## src/rtl/exe_alu_iter_pkg.sv

```systemverilog
// ----------------------------------------------------------------------------
// exe_alu_iter_pkg
// Shared constants for the iterative integer execute unit: opcodes, funct3 /
// funct7 encodings, write-enable levels, FSM state encodings and the serial
// shifter operation kind.
// ----------------------------------------------------------------------------
package exe_alu_iter_pkg;

    localparam logic [6:0] INST_TYPE_I = 7'b0010011;   // OP-IMM
    localparam logic [6:0] INST_TYPE_R = 7'b0110011;   // OP

    localparam logic [2:0] F3_ADD  = 3'b000;           // ADD/ADDI/SUB
    localparam logic [2:0] F3_SLL  = 3'b001;
    localparam logic [2:0] F3_SLT  = 3'b010;
    localparam logic [2:0] F3_SLTU = 3'b011;
    localparam logic [2:0] F3_XOR  = 3'b100;
    localparam logic [2:0] F3_SR   = 3'b101;           // SRL/SRA and immediates
    localparam logic [2:0] F3_OR   = 3'b110;
    localparam logic [2:0] F3_AND  = 3'b111;

    localparam logic [6:0] F7_BASE = 7'b0000000;
    localparam logic [6:0] F7_ALT  = 7'b0100000;       // SUB / SRA

    localparam logic [63:0] ZERO          = 64'd0;
    localparam logic        WRITE_ENABLE  = 1'b1;
    localparam logic        WRITE_DISABLE = 1'b0;

    localparam logic [1:0] ST_IDLE  = 2'd0;
    localparam logic [1:0] ST_SHIFT = 2'd1;
    localparam logic [1:0] ST_HOLD  = 2'd2;

    typedef enum logic [1:0] {
        SH_SLL = 2'd0,
        SH_SRL = 2'd1,
        SH_SRA = 2'd2
    } shift_kind_e;

endpackage

```

## src/rtl/exe_alu_iter_shift.sv

```systemverilog
// ----------------------------------------------------------------------------
// exe_shift_serial
// Iterative shifter: shifts a latched operand by up to SHIFT_STEP bits per
// clock until the requested amount is used up.
//   clk_i, rst_i : clock, async active-high reset
//   start_i      : load data_i/amt_i/kind_i (amt_i must be non-zero)
//   kind_i       : SLL / SRL / SRA
//   busy_o       : a shift is in progress
//   done_o       : the coming edge performs the final step
//   data_o       : shift register contents (final result once done)
//   next_o       : shift register value after the coming edge
// ----------------------------------------------------------------------------
module exe_shift_serial
    import exe_alu_iter_pkg::*;
#(
    parameter int XLEN       = 32,
    parameter int SHAMT_W    = $clog2(XLEN),
    parameter int SHIFT_STEP = 1
) (
    input  logic               clk_i,
    input  logic               rst_i,
    input  logic               start_i,
    input  shift_kind_e        kind_i,
    input  logic [XLEN-1:0]    data_i,
    input  logic [SHAMT_W-1:0] amt_i,
    output logic               busy_o,
    output logic               done_o,
    output logic [XLEN-1:0]    data_o,
    output logic [XLEN-1:0]    next_o
);

    // One extra bit so SHIFT_STEP == XLEN is representable.
    localparam int              CNT_W  = SHAMT_W + 1;
    localparam logic [CNT_W-1:0] STEP_C = CNT_W'(SHIFT_STEP);

    logic [XLEN-1:0]  r_data;
    logic [CNT_W-1:0] r_cnt;
    shift_kind_e      r_kind;
    logic             r_sign;
    logic             r_busy;

    logic [CNT_W-1:0] w_step;
    logic [XLEN-1:0]  w_next;
    logic [XLEN-1:0]  w_fill;

    assign w_step = (r_cnt < STEP_C) ? r_cnt : STEP_C;
    assign w_fill = {XLEN{r_sign}};

    // Only shift distances 1..SHIFT_STEP are ever needed, so build a small
    // mux over constant shifts instead of a full barrel shifter.
    always_comb begin
        w_next = r_data;
        for (int k = 1; k <= SHIFT_STEP; k++) begin
            if (w_step == CNT_W'(k)) begin
                case (r_kind)
                    SH_SLL:  w_next = r_data << k;
                    SH_SRL:  w_next = r_data >> k;
                    default: w_next = (r_data >> k) | (w_fill << (XLEN - k));
                endcase
            end
        end
    end

    always_ff @(posedge clk_i or posedge rst_i) begin
        if (rst_i) begin
            r_data <= '0;
            r_cnt  <= '0;
            r_kind <= SH_SLL;
            r_sign <= 1'b0;
            r_busy <= 1'b0;
        end else if (start_i) begin
            r_data <= data_i;
            r_cnt  <= {1'b0, amt_i};
            r_kind <= kind_i;
            r_sign <= data_i[XLEN-1];
            r_busy <= 1'b1;
        end else if (r_busy) begin
            r_data <= w_next;
            r_cnt  <= r_cnt - w_step;
            if (r_cnt <= STEP_C) begin
                r_busy <= 1'b0;
            end
        end
    end

    assign busy_o = r_busy;
    assign done_o = r_busy && (r_cnt <= STEP_C);
    assign data_o = r_data;
    assign next_o = w_next;

endmodule

```

## src/rtl/exe_alu_iter.sv

```systemverilog
// ----------------------------------------------------------------------------
// exe_alu_iter
// Integer execute unit for OP-IMM and (optionally) OP instructions. Non-shift
// operations complete in the accept cycle; non-zero shifts run on the serial
// shifter. Valid/ready handshakes on both the operand and result sides.
//   clk_i, rst_i             : clock, async active-high reset
//   in_valid_i / in_ready_o  : operand-side handshake
//   op1_i, op2_i, inst_i     : rs1, imm-or-rs2, raw instruction
//   out_valid_o / out_ready_i: result-side handshake
//   reg_wdata_o, reg_we_o    : result and write enable (0 for illegal)
//   rd_o                     : destination register of the result
//   busy_o                   : FSM not in IDLE
//
// state    | meaning
// ---------+----------------------------------------------
// ST_IDLE  | ready for a new instruction
// ST_SHIFT | serial shift in progress
// ST_HOLD  | shift finished, waiting for the result register
// ----------------------------------------------------------------------------
module exe_alu_iter
    import exe_alu_iter_pkg::*;
#(
    parameter int XLEN       = 32,
    parameter int SHAMT_W    = $clog2(XLEN),
    parameter int SHIFT_STEP = 1,
    parameter int ENABLE_R   = 1
) (
    input  logic            clk_i,
    input  logic            rst_i,
    input  logic            in_valid_i,
    output logic            in_ready_o,
    input  logic [XLEN-1:0] op1_i,
    input  logic [XLEN-1:0] op2_i,
    input  logic [31:0]     inst_i,
    output logic            out_valid_o,
    input  logic            out_ready_i,
    output logic [XLEN-1:0] reg_wdata_o,
    output logic            reg_we_o,
    output logic [4:0]      rd_o,
    output logic            busy_o
);

    // Upper immediate bits above the shift amount; SRAI marks them 010..0.
    localparam int                 UPPER_W    = 12 - SHAMT_W;
    localparam logic [UPPER_W-1:0] SRAI_UPPER = UPPER_W'(1) << (UPPER_W - 2);

    logic [1:0]      r_state;
    logic            r_valid;
    logic [XLEN-1:0] r_wdata;
    logic            r_we;
    logic [4:0]      r_rd;
    logic [4:0]      r_rd_pend;

    logic [6:0]         w_opcode;
    logic [2:0]         w_f3;
    logic [6:0]         w_f7;
    logic [4:0]         w_rd;
    logic [UPPER_W-1:0] w_upper;
    logic               w_alt;
    logic               w_is_i;
    logic               w_is_r;
    logic               w_is_shift;
    logic               w_legal;
    logic [SHAMT_W-1:0] w_shamt;
    shift_kind_e        w_kind;
    logic               w_multi;
    logic [XLEN-1:0]    w_alu;
    logic               w_out_free;
    logic               w_in_ready;
    logic               w_accept;
    logic               w_start;
    logic               w_sh_busy;
    logic               w_sh_done;
    logic [XLEN-1:0]    w_sh_data;
    logic [XLEN-1:0]    w_sh_next;
    logic               w_unused;

    assign w_opcode   = inst_i[6:0];
    assign w_f3       = inst_i[14:12];
    assign w_f7       = inst_i[31:25];
    assign w_rd       = inst_i[11:7];
    assign w_upper    = inst_i[31:20+SHAMT_W];
    assign w_alt      = inst_i[30];
    assign w_is_i     = (w_opcode == INST_TYPE_I);
    assign w_is_r     = (ENABLE_R != 0) && (w_opcode == INST_TYPE_R);
    assign w_is_shift = (w_f3 == F3_SLL) || (w_f3 == F3_SR);
    assign w_shamt    = op2_i[SHAMT_W-1:0];
    assign w_unused   = ^{inst_i[19:15], w_sh_busy};

    always_comb begin
        w_legal = 1'b0;
        if (w_is_i) begin
            if (w_f3 == F3_SLL) begin
                w_legal = (w_upper == '0);
            end else if (w_f3 == F3_SR) begin
                w_legal = (w_upper == '0) || (w_upper == SRAI_UPPER);
            end else begin
                w_legal = 1'b1;
            end
        end else if (w_is_r) begin
            w_legal = (w_f7 == F7_BASE) ||
                      ((w_f7 == F7_ALT) && ((w_f3 == F3_ADD) || (w_f3 == F3_SR)));
        end
    end

    // For legal instructions bit 30 alone separates SRA from SRL.
    assign w_kind  = (w_f3 == F3_SLL) ? SH_SLL : (w_alt ? SH_SRA : SH_SRL);
    assign w_multi = w_legal && w_is_shift && (w_shamt != '0);

    always_comb begin
        w_alu = ZERO[XLEN-1:0];
        if (w_legal) begin
            case (w_f3)
                F3_ADD:  w_alu = (w_is_r && w_alt) ? (op1_i - op2_i) : (op1_i + op2_i);
                F3_SLT:  w_alu = {{(XLEN-1){1'b0}}, ($signed(op1_i) < $signed(op2_i))};
                F3_SLTU: w_alu = {{(XLEN-1){1'b0}}, (op1_i < op2_i)};
                F3_XOR:  w_alu = op1_i ^ op2_i;
                F3_OR:   w_alu = op1_i | op2_i;
                F3_AND:  w_alu = op1_i & op2_i;
                default: w_alu = op1_i;    // shift by zero
            endcase
        end
    end

    assign w_out_free = !r_valid || out_ready_i;
    assign w_in_ready = !rst_i && (r_state == ST_IDLE) && w_out_free;
    assign w_accept   = in_valid_i && w_in_ready;
    assign w_start    = w_accept && w_multi;

    exe_shift_serial #(
        .XLEN       (XLEN),
        .SHAMT_W    (SHAMT_W),
        .SHIFT_STEP (SHIFT_STEP)
    ) u_shift (
        .clk_i   (clk_i),
        .rst_i   (rst_i),
        .start_i (w_start),
        .kind_i  (w_kind),
        .data_i  (op1_i),
        .amt_i   (w_shamt),
        .busy_o  (w_sh_busy),
        .done_o  (w_sh_done),
        .data_o  (w_sh_data),
        .next_o  (w_sh_next)
    );

    always_ff @(posedge clk_i or posedge rst_i) begin
        if (rst_i) begin
            r_state <= ST_IDLE;
        end else begin
            case (r_state)
                ST_IDLE: begin
                    if (w_start) begin
                        r_state <= ST_SHIFT;
                    end
                end
                ST_SHIFT: begin
                    if (w_sh_done) begin
                        r_state <= w_out_free ? ST_IDLE : ST_HOLD;
                    end
                end
                ST_HOLD: begin
                    if (w_out_free) begin
                        r_state <= ST_IDLE;
                    end
                end
                default: r_state <= ST_IDLE;
            endcase
        end
    end

    always_ff @(posedge clk_i or posedge rst_i) begin
        if (rst_i) begin
            r_valid   <= 1'b0;
            r_wdata   <= '0;
            r_we      <= WRITE_DISABLE;
            r_rd      <= '0;
            r_rd_pend <= '0;
        end else begin
            if (w_accept) begin
                r_rd_pend <= w_rd;
            end
            if (w_accept && !w_multi) begin
                r_valid <= 1'b1;
                r_wdata <= w_alu;
                r_we    <= w_legal ? WRITE_ENABLE : WRITE_DISABLE;
                r_rd    <= w_rd;
            end else if ((r_state == ST_SHIFT) && w_sh_done && w_out_free) begin
                // Final step bypasses the shift register straight into the result.
                r_valid <= 1'b1;
                r_wdata <= w_sh_next;
                r_we    <= WRITE_ENABLE;
                r_rd    <= r_rd_pend;
            end else if ((r_state == ST_HOLD) && w_out_free) begin
                r_valid <= 1'b1;
                r_wdata <= w_sh_data;
                r_we    <= WRITE_ENABLE;
                r_rd    <= r_rd_pend;
            end else if (out_ready_i) begin
                r_valid <= 1'b0;
            end
        end
    end

    assign in_ready_o  = w_in_ready;
    assign out_valid_o = r_valid;
    assign reg_wdata_o = r_wdata;
    assign reg_we_o    = r_we;
    assign rd_o        = r_rd;
    assign busy_o      = (r_state != ST_IDLE);

endmodule
```

## config.mk

```make
export PLATFORM = sky130hd
export DESIGN_NAME = exe_alu_iter
export DESIGN_NICKNAME = d
export VERILOG_FILES = /design/src/rtl/exe_alu_iter_pkg.sv /design/src/rtl/exe_alu_iter_shift.sv /design/src/rtl/exe_alu_iter.sv
export SDC_FILE = /design/constraint.sdc
export NUM_CORES = 1
export LEC_CHECK = 0
export CAP_MARGIN = 20
export CORE_MARGIN = 10
export CORE_UTILIZATION = 45
export CTS_CLUSTER_SIZE = 28
export DETAILED_ROUTE_END_ITERATION = 8
export PLACE_DENSITY = 0.7
export SYNTH_ARGS = -nofsm -noshare
export SYNTH_HDL_FRONTEND = slang
export SYNTH_SLANG_ARGS = --single-unit
export TNS_END_PERCENT = 50
```

## constraint.sdc

```tcl
create_clock -name clk_i -period 2.6 [get_ports clk_i]
set_input_delay 0.52 -clock clk_i [delete_from_list [all_inputs] [get_ports clk_i]]
set_output_delay 0.52 -clock clk_i [all_outputs]
set_load 0.05 [all_outputs]
```

; Yosys cells after proc, flatten, opt, wreduce, memory -nomap -nowiden
; Cells that the tools add are included.
[word_totals]
out_inout_bits = 41
in_bits = 100
word_cells = 108
register_bits = 88
[classes]
n_reduce_logical = 31
muxes = 38
n_bitwise = 4
n_eq_ne = 17
n_lt_le_gt_ge = 4
add_sub_neg = 3
[ops]
columns = cell, n
row1 = 32-bit two-way mux, 8
row2 = 32-bit case mux with 6 select lines, 1
row3 = 32-bit less-than comparator, 2
row4 = 32-bit case mux with 2 select lines, 1
row5 = 32-bit adder, 1
row6 = 32-bit AND, 1
row7 = 31-bit by 32-bit bitwise OR with 32-bit output, 1
row8 = 32-bit bitwise OR, 1
row9 = 32-bit subtractor, 1
row10 = 32-bit bitwise XOR, 1
row11 = 6-bit two-way mux, 3
row12 = 1-bit two-way mux, 15
row13 = 5-bit two-way mux, 3
row14 = "7-bit by 6-bit == test with 1-bit output, second input constant", 2
row15 = 1-bit logical AND, 13
row16 = "3-bit == test, second input constant", 4
row17 = 2-bit two-way mux, 6
row18 = "7-bit by 5-bit == test with 1-bit output, second input constant", 1
row19 = 7-bit zero test, 1
row20 = "3-bit by 2-bit == test with 1-bit output, second input constant", 2
row21 = "6-bit by 1-bit == test with 1-bit output, second input constant", 1
row22 = "6-bit by 1-bit less-or-equal comparator with 1-bit output, second input constant", 1
row23 = "6-bit by 1-bit less-than comparator with 1-bit output, second input constant", 1
row24 = 2-bit case mux with 3 select lines, 1
row25 = other kinds (15), 25

; Logic depth before layout (Yosys ltp)
; Gate-level depths: netlist (run 1).
[depth]
word_depth = 11
depth_mapped = 12

; Modules after synthesis
; A second synthesis (run 1) with hierarchy kept.
[hier_totals]
cells_unflattened = 1474
area_unflattened_um2 = 10910.5
[modules_own_cells]
columns = mod, seq_area_each_um2, n_inst, cells_per_inst, area_each_um2
row1 = exe_alu_iter, 1151.1, 1, 1118, 7786.2
row2 = exe_shift_serial, 1051.0, 1, 356, 3124.2

; Least setup slack after synthesis (run 1)
; No wires, ideal clock.
[synth_timing]
path_kind = reg2reg
from = register r_state[0]
to = register r_wdata[13] (netlist: reg_wdata_o[13])
arrival_time_ns = 2.765
setup_slack_ns = -0.234
path_buffers = 2
setup_time_ns = 0.069
path_stages_with_launch = 10
required_time_ns = 2.531
period_less_slack_ns = 2.834
path_cell_list = dfrtp_1 or2_2 nor3_2 and2_1 buf_2 nand3_2 clkbuf_1 a221oi_1 o211ai_1 nand3_1
[synth_via]
elab_chain_len = 6
elab_cells_between_ends = 13
[synth_rtl]
columns = item, line_no
row1 = from (decl), exe_alu_iter.sv:47  ; logic [1:0] r_state;
row2 = from (signal assigned), exe_alu_iter.sv:159  ; r_state <= w_out_free ? ST_IDLE : ST_HOLD;
row3 = 2-bit zero test *, exe_alu_iter.sv:126  ; assign w_in_ready = !rst_i && (r_state == ST_IDLE) && w_out_free;
row4 = 1-bit logical AND * (2 in a row), exe_alu_iter.sv:126
row5 = named net in_ready_o, exe_alu_iter.sv:31  ; output logic in_ready_o,
row6 = 1-bit logical AND *, exe_alu_iter.sv:127  ; assign w_accept = in_valid_i && w_in_ready;
row7 = 1-bit logical AND *, exe_alu_iter.sv:183  ; if (w_accept && !w_multi) begin
row8 = 3-bit nonzero test (no source line) / 32-bit two-way mux (equally long branches), --
row9 = to (signal assigned), exe_alu_iter.sv:185  ; r_wdata <= w_alu;
row10 = to (signal assigned), exe_alu_iter.sv:191  ; r_wdata <= w_sh_next;
row11 = to (signal assigned), exe_alu_iter.sv:196  ; r_wdata <= w_sh_data;
row12 = to (decl), exe_alu_iter.sv:49  ; logic [XLEN-1:0] r_wdata;
; The timed path passes the listed nets; every way through them passes the cells marked *.
; A chain may end at the register's enable or synchronous reset.

; Worst setup path in the final report (run 1)
[layout_timing]
from = input op2_i[6]
to = register r_wdata[29] (netlist: reg_wdata_o[29])
[layout_via]
elab_chain_len = 5
elab_cells_between_ends = 6
[layout_rtl]
columns = item, line_no
row1 = from (decl), exe_alu_iter.sv:33  ; input logic [XLEN-1:0] op2_i,
row2 = 32-bit adder / 32-bit subtractor (equally long branches), exe_alu_iter.sv:114  ; F3_ADD: w_alu = (w_is_r && w_alt) ? (op1_i - op2_i) : (op1_i + op2_i);
row3 = 32-bit two-way mux *, exe_alu_iter.sv:114
row4 = 32-bit case mux with 6 select lines *, exe_alu_iter.sv:113  ; case (w_f3)
row5 = 32-bit two-way mux *, exe_alu_iter.sv:112  ; if (w_legal) begin
row6 = 32-bit two-way mux *, exe_alu_iter.sv:183
; Every way passes the cells marked *; elsewhere a longest branch is shown, timed or not.

==> results of run 1 <==
[metal layers]
layer  vias to the layer above  share of wire (%)  GRT usage [%]
met1                      6271                 42          41.67
met5                         -                  0              0
met3                       125                 10          5.272
met4                         0                3.1          10.47
met2                       759                 45          47.09
li1                       6028                  -              -
[cell usage in the layout, fill, tap and decap left out, drive strengths merged, types with 16 or more instances in the layout]
cell | Yosys | layout
inv | 102 | 102
o211ai | 16 | 16
o22ai | 23 | 23
nor3 | 27 | 27
clkdlybuf4s50 | 0 | 71
clkbuf | 47 | 17
o21ai | 191 | 191
dlygate4sd2 | 0 | 17
a21o | 19 | 19
ha | 97 | 97
buf | 49 | 445
mux2i | 51 | 51
xnor2 | 17 | 17
a211oi | 44 | 44
nand2 | 190 | 190
nand3 | 28 | 28
a21oi | 134 | 134
nor2 | 119 | 119
nor4 | 17 | 17
dfrtp | 88 | 88
[registers in the layout (all words and copies together) (netlist names)]
| name | cells |
|---|---|
| reg_wdata_o | 32 |
| r_state | 2 |
| u_shift.r_cnt | 6 |
| u_shift.busy_o | 1 |
| r_rd_pend | 5 |
| reg_we_o | 1 |
| out_valid_o | 1 |
| u_shift.data_o | 32 |
| rd_o | 5 |
| u_shift.r_kind | 2 |
| u_shift.r_sign | 1 |
[final timing paths]
kind                                      end  slack (ns)             start  depth (start not counted)
max                           reg_wdata_o[29]       -0.18          op2_i[6]                         13
min                              r_rd_pend[1]        0.48      r_rd_pend[1]                          2
max reg2reg                   reg_wdata_o[26]        0.09  u_shift.r_cnt[4]                         10
min reg2reg                      r_rd_pend[1]        0.48      r_rd_pend[1]                          2
max in group asynchronous  u_shift.data_o[13]        1.22             rst_i                          4
min in group asynchronous          r_state[1]        0.63             rst_i                          3
[critical path, stage by stage]
cell       delay [ns]
buf_6            0.11
inv_4            0.07
ha_4             0.22
a211oi_4         0.30
o211ai_2         0.17
a2111oi_4        0.49
nor4b_4          0.10
a211oi_2         0.15
buf_4            0.16
a41o_1           0.19
buf_4            0.11
nor3_1           0.03
or3b_1           0.38
[stage by stage]
step	TNS, ns	std cells	util, %	setup WS (ns)
2_1_floorplan	-0.4260	1430	-	-0.1581
3_3_place_gp	-25.03	2108	63.89	-1.038
4_1_cts	-0.5158	2160	70.15	-0.1302
3_5_place_dp	-26.80	2108	63.89	-1.124
5_1_grt	-2.006	2186	73.30	-0.2612
6_report	-0.8655	2186	73.30	-0.1823
[power by group]
group          switching, mW  internal [mW]  leakage, nW  total (mW)
clock                  0.587          0.749        0.139        1.34
combinational           1.97           1.54         6.23        3.51
sequential             0.114           1.51         1.15        1.62
total                   2.67           3.80         7.52        6.47
[area by class of cell]
cell class	instances	area share [%]
Timing Repair Buffer	551	28.32
Tap cell	285	2.149
Clock buffer	10	1.380
Sequential cell	88	13.28
Inverter	103	2.548
Clock inverter	6	0.4071
Multi-Input combinational cell	1143	51.92
[logic make-up (layout without fill, tap and decap cells)]
family,Yosys count,in the layout,synth area share [%]
XOR/XNOR,27,27,2.283
adder cells (fa/ha/maj),99,99,12.11
flip-flops,88,88,21.26
multiplexers,53,53,5.147
buffers and inverters,199,670,8.131
AND/OR/NAND/NOR,443,443,19.77
AO/OA/AOI/OAI,521,521,31.30
[what timing repair did]
action,4_1_cts,5_1_grt
pin swaps,84,83
buffers inserted,37,27
gates cloned,0,1
setup endpoints to repair,30,30
gates resized for setup,330,154
==> flow_summary.ini, run 1 <==
[layout]
multi_input_area_um2 = 8617
fillers = 1744
syn_to_final_growth_pct = 60.25
seq_area_um2 = 2203
n_antenna_cell = 0
fin_nets = 2095
drive_above_1_share_pct = 38.72
fin_area_um2 = 16600

[timing]
max_freq_mhz = 359.4
max_slew.worst_pin.slew_ns = 0.5775
post-route-period-util_pct = 107.0
setup_ws_ns = -0.1823
whs_ns = 0.4837
rsz0062_at_grt = yes
finalHoldViolations = 0
skew_ns = 0.01215
max_slew_margin_pct = 61.09
finalCriticalPeriod_ns = 2.782
slew_viol_final = 0
setup_viol = 10

[clocking]
cts_made_buffers = 9
holdBufCountCts = 0
clk_latency_ns = 0.36
cts_root_buf = clkbuf_16
clk_pin_slew_ns = 0.06
cts_max_path_buffers = 2
cts_tree = done
cts_sinks = 88
htree_levels = 3

[logic_synthesis]
synth_area_leaders = dfrtp_1, ha_1, o21ai_0, nand2_1, a21oi_1
async_flop_share_pct = 100.0
ys_types = 86
synth_seq_area_share_pct = 21.26
synth_commonest_cells = nand2_1, o21ai_0, a21oi_1, nor2_1, inv_1
synth_cells = 1430
synth_top_cell_area_share_pct = 21.26
synth_fp_nets = 1629
synth_flop_cell = dfrtp_1
syn_area_um2 = 10360
ys_warn_count = 0
synth-edff-count = 0
postSynthAreaPerCell_um2 = 7.242
synth_top_area_cell = dfrtp_1
yosysMostFrequentCell = nand2_1
ys_ff_latch = 88

[route]
wl_um = 47600
dr.pass1.iters = 5
drc = 0
drt-vias-per-instance = 6.031
wire_per_inst_um = 21.77
drt_iter0_drc = 1468
ant_nets = 0
dr_total_vias = 13180

[grt]
grt_max_degree = 77
grt_pass1_vias = 12730
grt_first_pass_wirelength_um = 70300
antenna_found_initial = 0
overflow = 0
grt_usage_pct = 30.43

[run_status]
violations = setup timing
status = finished, violations left

[power]
power.density_nw_per_um2 = 389.8
p_leak_nw = 7.521
finalPower_mw = 6.469
peakVddDrop_v = 0.0002670

[worst_setup_path]
arrival_ns = 3.01
required_ns = 2.83
worstSetupPathType = input port to flip-flop
critPathLaunchType = input port
critPathMaxFanout = 5
cp-end-kind = flip-flop

[floorplanning]
dieArea_um2 = 29480
ioPinCount = 141
die_y_um = 171.7
fp.dieW_um = 171.7
core_um2 = 22640
initial_core_util_pct = 45.74
rows = 55

[place]
io_buffers = 130
place.gp.congestion = 1.029
post-dp-hpwl_um = 35070
place_area_um2 = 14470

[job]
cap_violations = 0

[min_path]
min-delay-path-class = flip-flop to flip-flop
Power figures use the tool's default switching activity.
==> inputs of run 2 (changes only) <==
- CAP_MARGIN: 20 -> unset
==> results of run 2 <==
Same layout as run 1: the final DEF is identical, and so are final timing and power.
==> inputs of run 3 (changes only) <==
- MAX_ROUTING_LAYER: unset -> met4
==> run 3 against run 2 <==
  * The flow still finishes with violations (setup timing)
  * Critical path type unchanged
  * Via count decreased by 1.7%
  * Critical path depth unchanged
  * Setup slack improved by 0.069 ns
  * Fmax increased by 2.5%
  * Sequential power about the same
  * Combinational power decreased by 3%
  * Worst hold slack improved by 0.0059 ns
  * Global-route usage increased by 0.63 points
  * Power decreased by 2.7%
  * Final cell count decreased by 0.59%
  * Register-to-register slack got worse by 0.04 ns
  * Clock-buffer cell count decreased by 1
==> flow_summary.ini, run 3 (synthesis results as in run 1) <==
[layout]
n_antenna_cell = 0
mostFrequentLayoutCell = buf_4
fin_area_um2 = 16320
fin_nets = 2082
final_cell_mix = buf_4, nand2_1, o21ai_0, a21oi_1, nor2_1
multi_input_area_um2 = 8512
syn_to_final_growth_pct = 57.56
fillers = 1799
drive_above_1_share_pct = 37.66
seq_area_um2 = 2203

[grt]
grt_usage_pct = 31.05
antenna_found_initial = 0
grt_max_degree = 72
grt_pass1_vias = 12550
grt_first_pass_wirelength_um = 69750
overflow = 0

[min_path]
whs_path_depth = 2
hold_end = r_rd_pend[3]
hp-start = r_rd_pend[3]
min-delay-path-class = flip-flop to flip-flop

[worst_setup_path]
crit_chain = buf_12, ha_4, inv_4, fa_2, nor2b_4, o211ai_1, a21o_1, a211oi_4, o21ai_2, a211oi_2, o32ai_2, xnor2_1, a21o_1
slowest_delay_ns = 0.39
cp_top_family = compound AO/OA/AOI/OAI gates
path_depth = 13
required_ns = 2.85
arrival_ns = 2.96
rr_worst_depth = 8
reg2reg_slack_ns = 0.05
critPathBufInv = 2
worstSetupPathType = input port to flip-flop
cpMaxStageDelayCell = fa_2
critPathMaxFanout = 4
cp-end-kind = flip-flop
critPathLaunchType = input port
r2r-end = reg_wdata_o[29]
crit_top_cell = a21o_1
r2r-start = u_shift.r_cnt[4]

[route]
drt-vias-per-instance = 5.965
dr.pass1.iters = 5
dr_total_vias = 12960
wl_um = 46680
drc = 0
wire_per_inst_um = 21.48
ant_nets = 0
drt_iter0_drc = 1635

[floorplanning]
initial_core_util_pct = 45.74
fp.dieW_um = 171.7
rows = 55
core_um2 = 22640
ioPinCount = 141
die_y_um = 171.7
dieArea_um2 = 29480

[clocking]
cts_max_path_buffers = 2
cts_root_buf = clkbuf_16
cts_sinks = 88
clk_latency_ns = 0.35
cts_made_buffers = 9
cts_tree = done
htree_levels = 3
holdBufCountCts = 0
clk_pin_slew_ns = 0.07

[power]
power_frac_seq_pct = 25.8
peakVddDrop_v = 0.0002620
switchingPower_mw = 2.645
pwr-share-clk_pct = 19.9
p_comb_share_pct = 54.2
power.density_nw_per_um2 = 385.9
p_leak_nw = 7.397
internal_power_mw = 3.652
swShare_pct = 42.01

[timing]
finalHoldViolations = 0
max_freq_mhz = 368.5
finalCriticalPeriod_ns = 2.713
skew_ns = 0.007691
post-route-period-util_pct = 104.4
setup_viol = 11
setup_ws_ns = -0.1135
rsz0062_at_grt = yes
max_slew_margin_pct = 61.21
max_slew.worst_pin.slew_ns = 0.5757
slew_viol_final = 0

[place]
place_area_um2 = 14470
post-dp-hpwl_um = 35180
io_buffers = 130
pre_cts_slack_ns = -1.214
place.gp.congestion = 1.034

[run_status]
status = finished, violations left
violations = setup timing

[job]
cap_violations = 0
==> run 3: tightest hold or removal path: stages, from the launching register on <==
cell	delay, ns
dfrtp_1	0.35
nand2_1	0.05
nand2_1	0.06
==> run 3: power groups by stage <==
stage          Sequential (mW)  Clock (mW)  Combinational [mW]
6_report                  1.63        1.26                3.42
5_1_grt                   1.63        1.32                3.63
4_1_cts                   1.62        1.26                3.18
3_5_place_dp              1.65           0                2.95
3_3_place_gp              1.64           0                2.91
2_1_floorplan             1.90           0                1.30
==> run 3: metrics by stage <==
stage,utilization [%],hold WS (ns),power [mW],TNS (ns),instances
floorplan,-,0.4450,3.200,-0.4260,1430
global placement,63.89,0.4574,4.552,-26.50,2108
detailed placement,63.89,0.4646,4.600,-27.92,2108
CTS,69.58,0.4802,6.059,-0.4858,2157
global route,72.07,0.5111,6.573,-1.711,2173
finish,72.07,0.4896,6.297,-0.5722,2173
==> run 3: timing repair <==
| action | in CTS | in global routing |
|---|---|---|
| resized for setup | 320 | 131 |
| setup buffers | 32 | 15 |
| setup endpoints to repair | 30 | 30 |
| cloned | 1 | 1 |
| endpoints found under the hold margin | 0 | 0 |
| pin swaps | 72 | 64 |
==> run 3: worst max-delay path by stage <==
stage / start / to / slack [ns]
global route: op2_i[1] / reg_wdata_o[29] / -0.20
global placement: op1_i[1] / reg_wdata_o[28] / -1.12
finish: op2_i[0] / reg_wdata_o[28] / -0.11
detailed placement: op1_i[1] / reg_wdata_o[0] / -1.21
CTS: op1_i[0] / reg_wdata_o[26] / -0.15
floorplan: op1_i[1] / reg_wdata_o[29] / -0.16
==> run 3: metal layers <==
layer  GRT usage, %  part of all wire [%]
met1          40.77                    42
met5              -                     0
met2          47.43                    45
met4          9.414                   3.1
met3          5.982                   9.8
==> run 3: layout make-up <==
type / instances / area share (%)
multi-input combinational: 1143 / 52.17
timing repair buffer: 538 / 27.89
sequential: 88 / 13.50
inverter: 103 / 2.546
tap: 285 / 2.185
clock buffer: 9 / 1.380
clock inverter: 7 / 0.3297
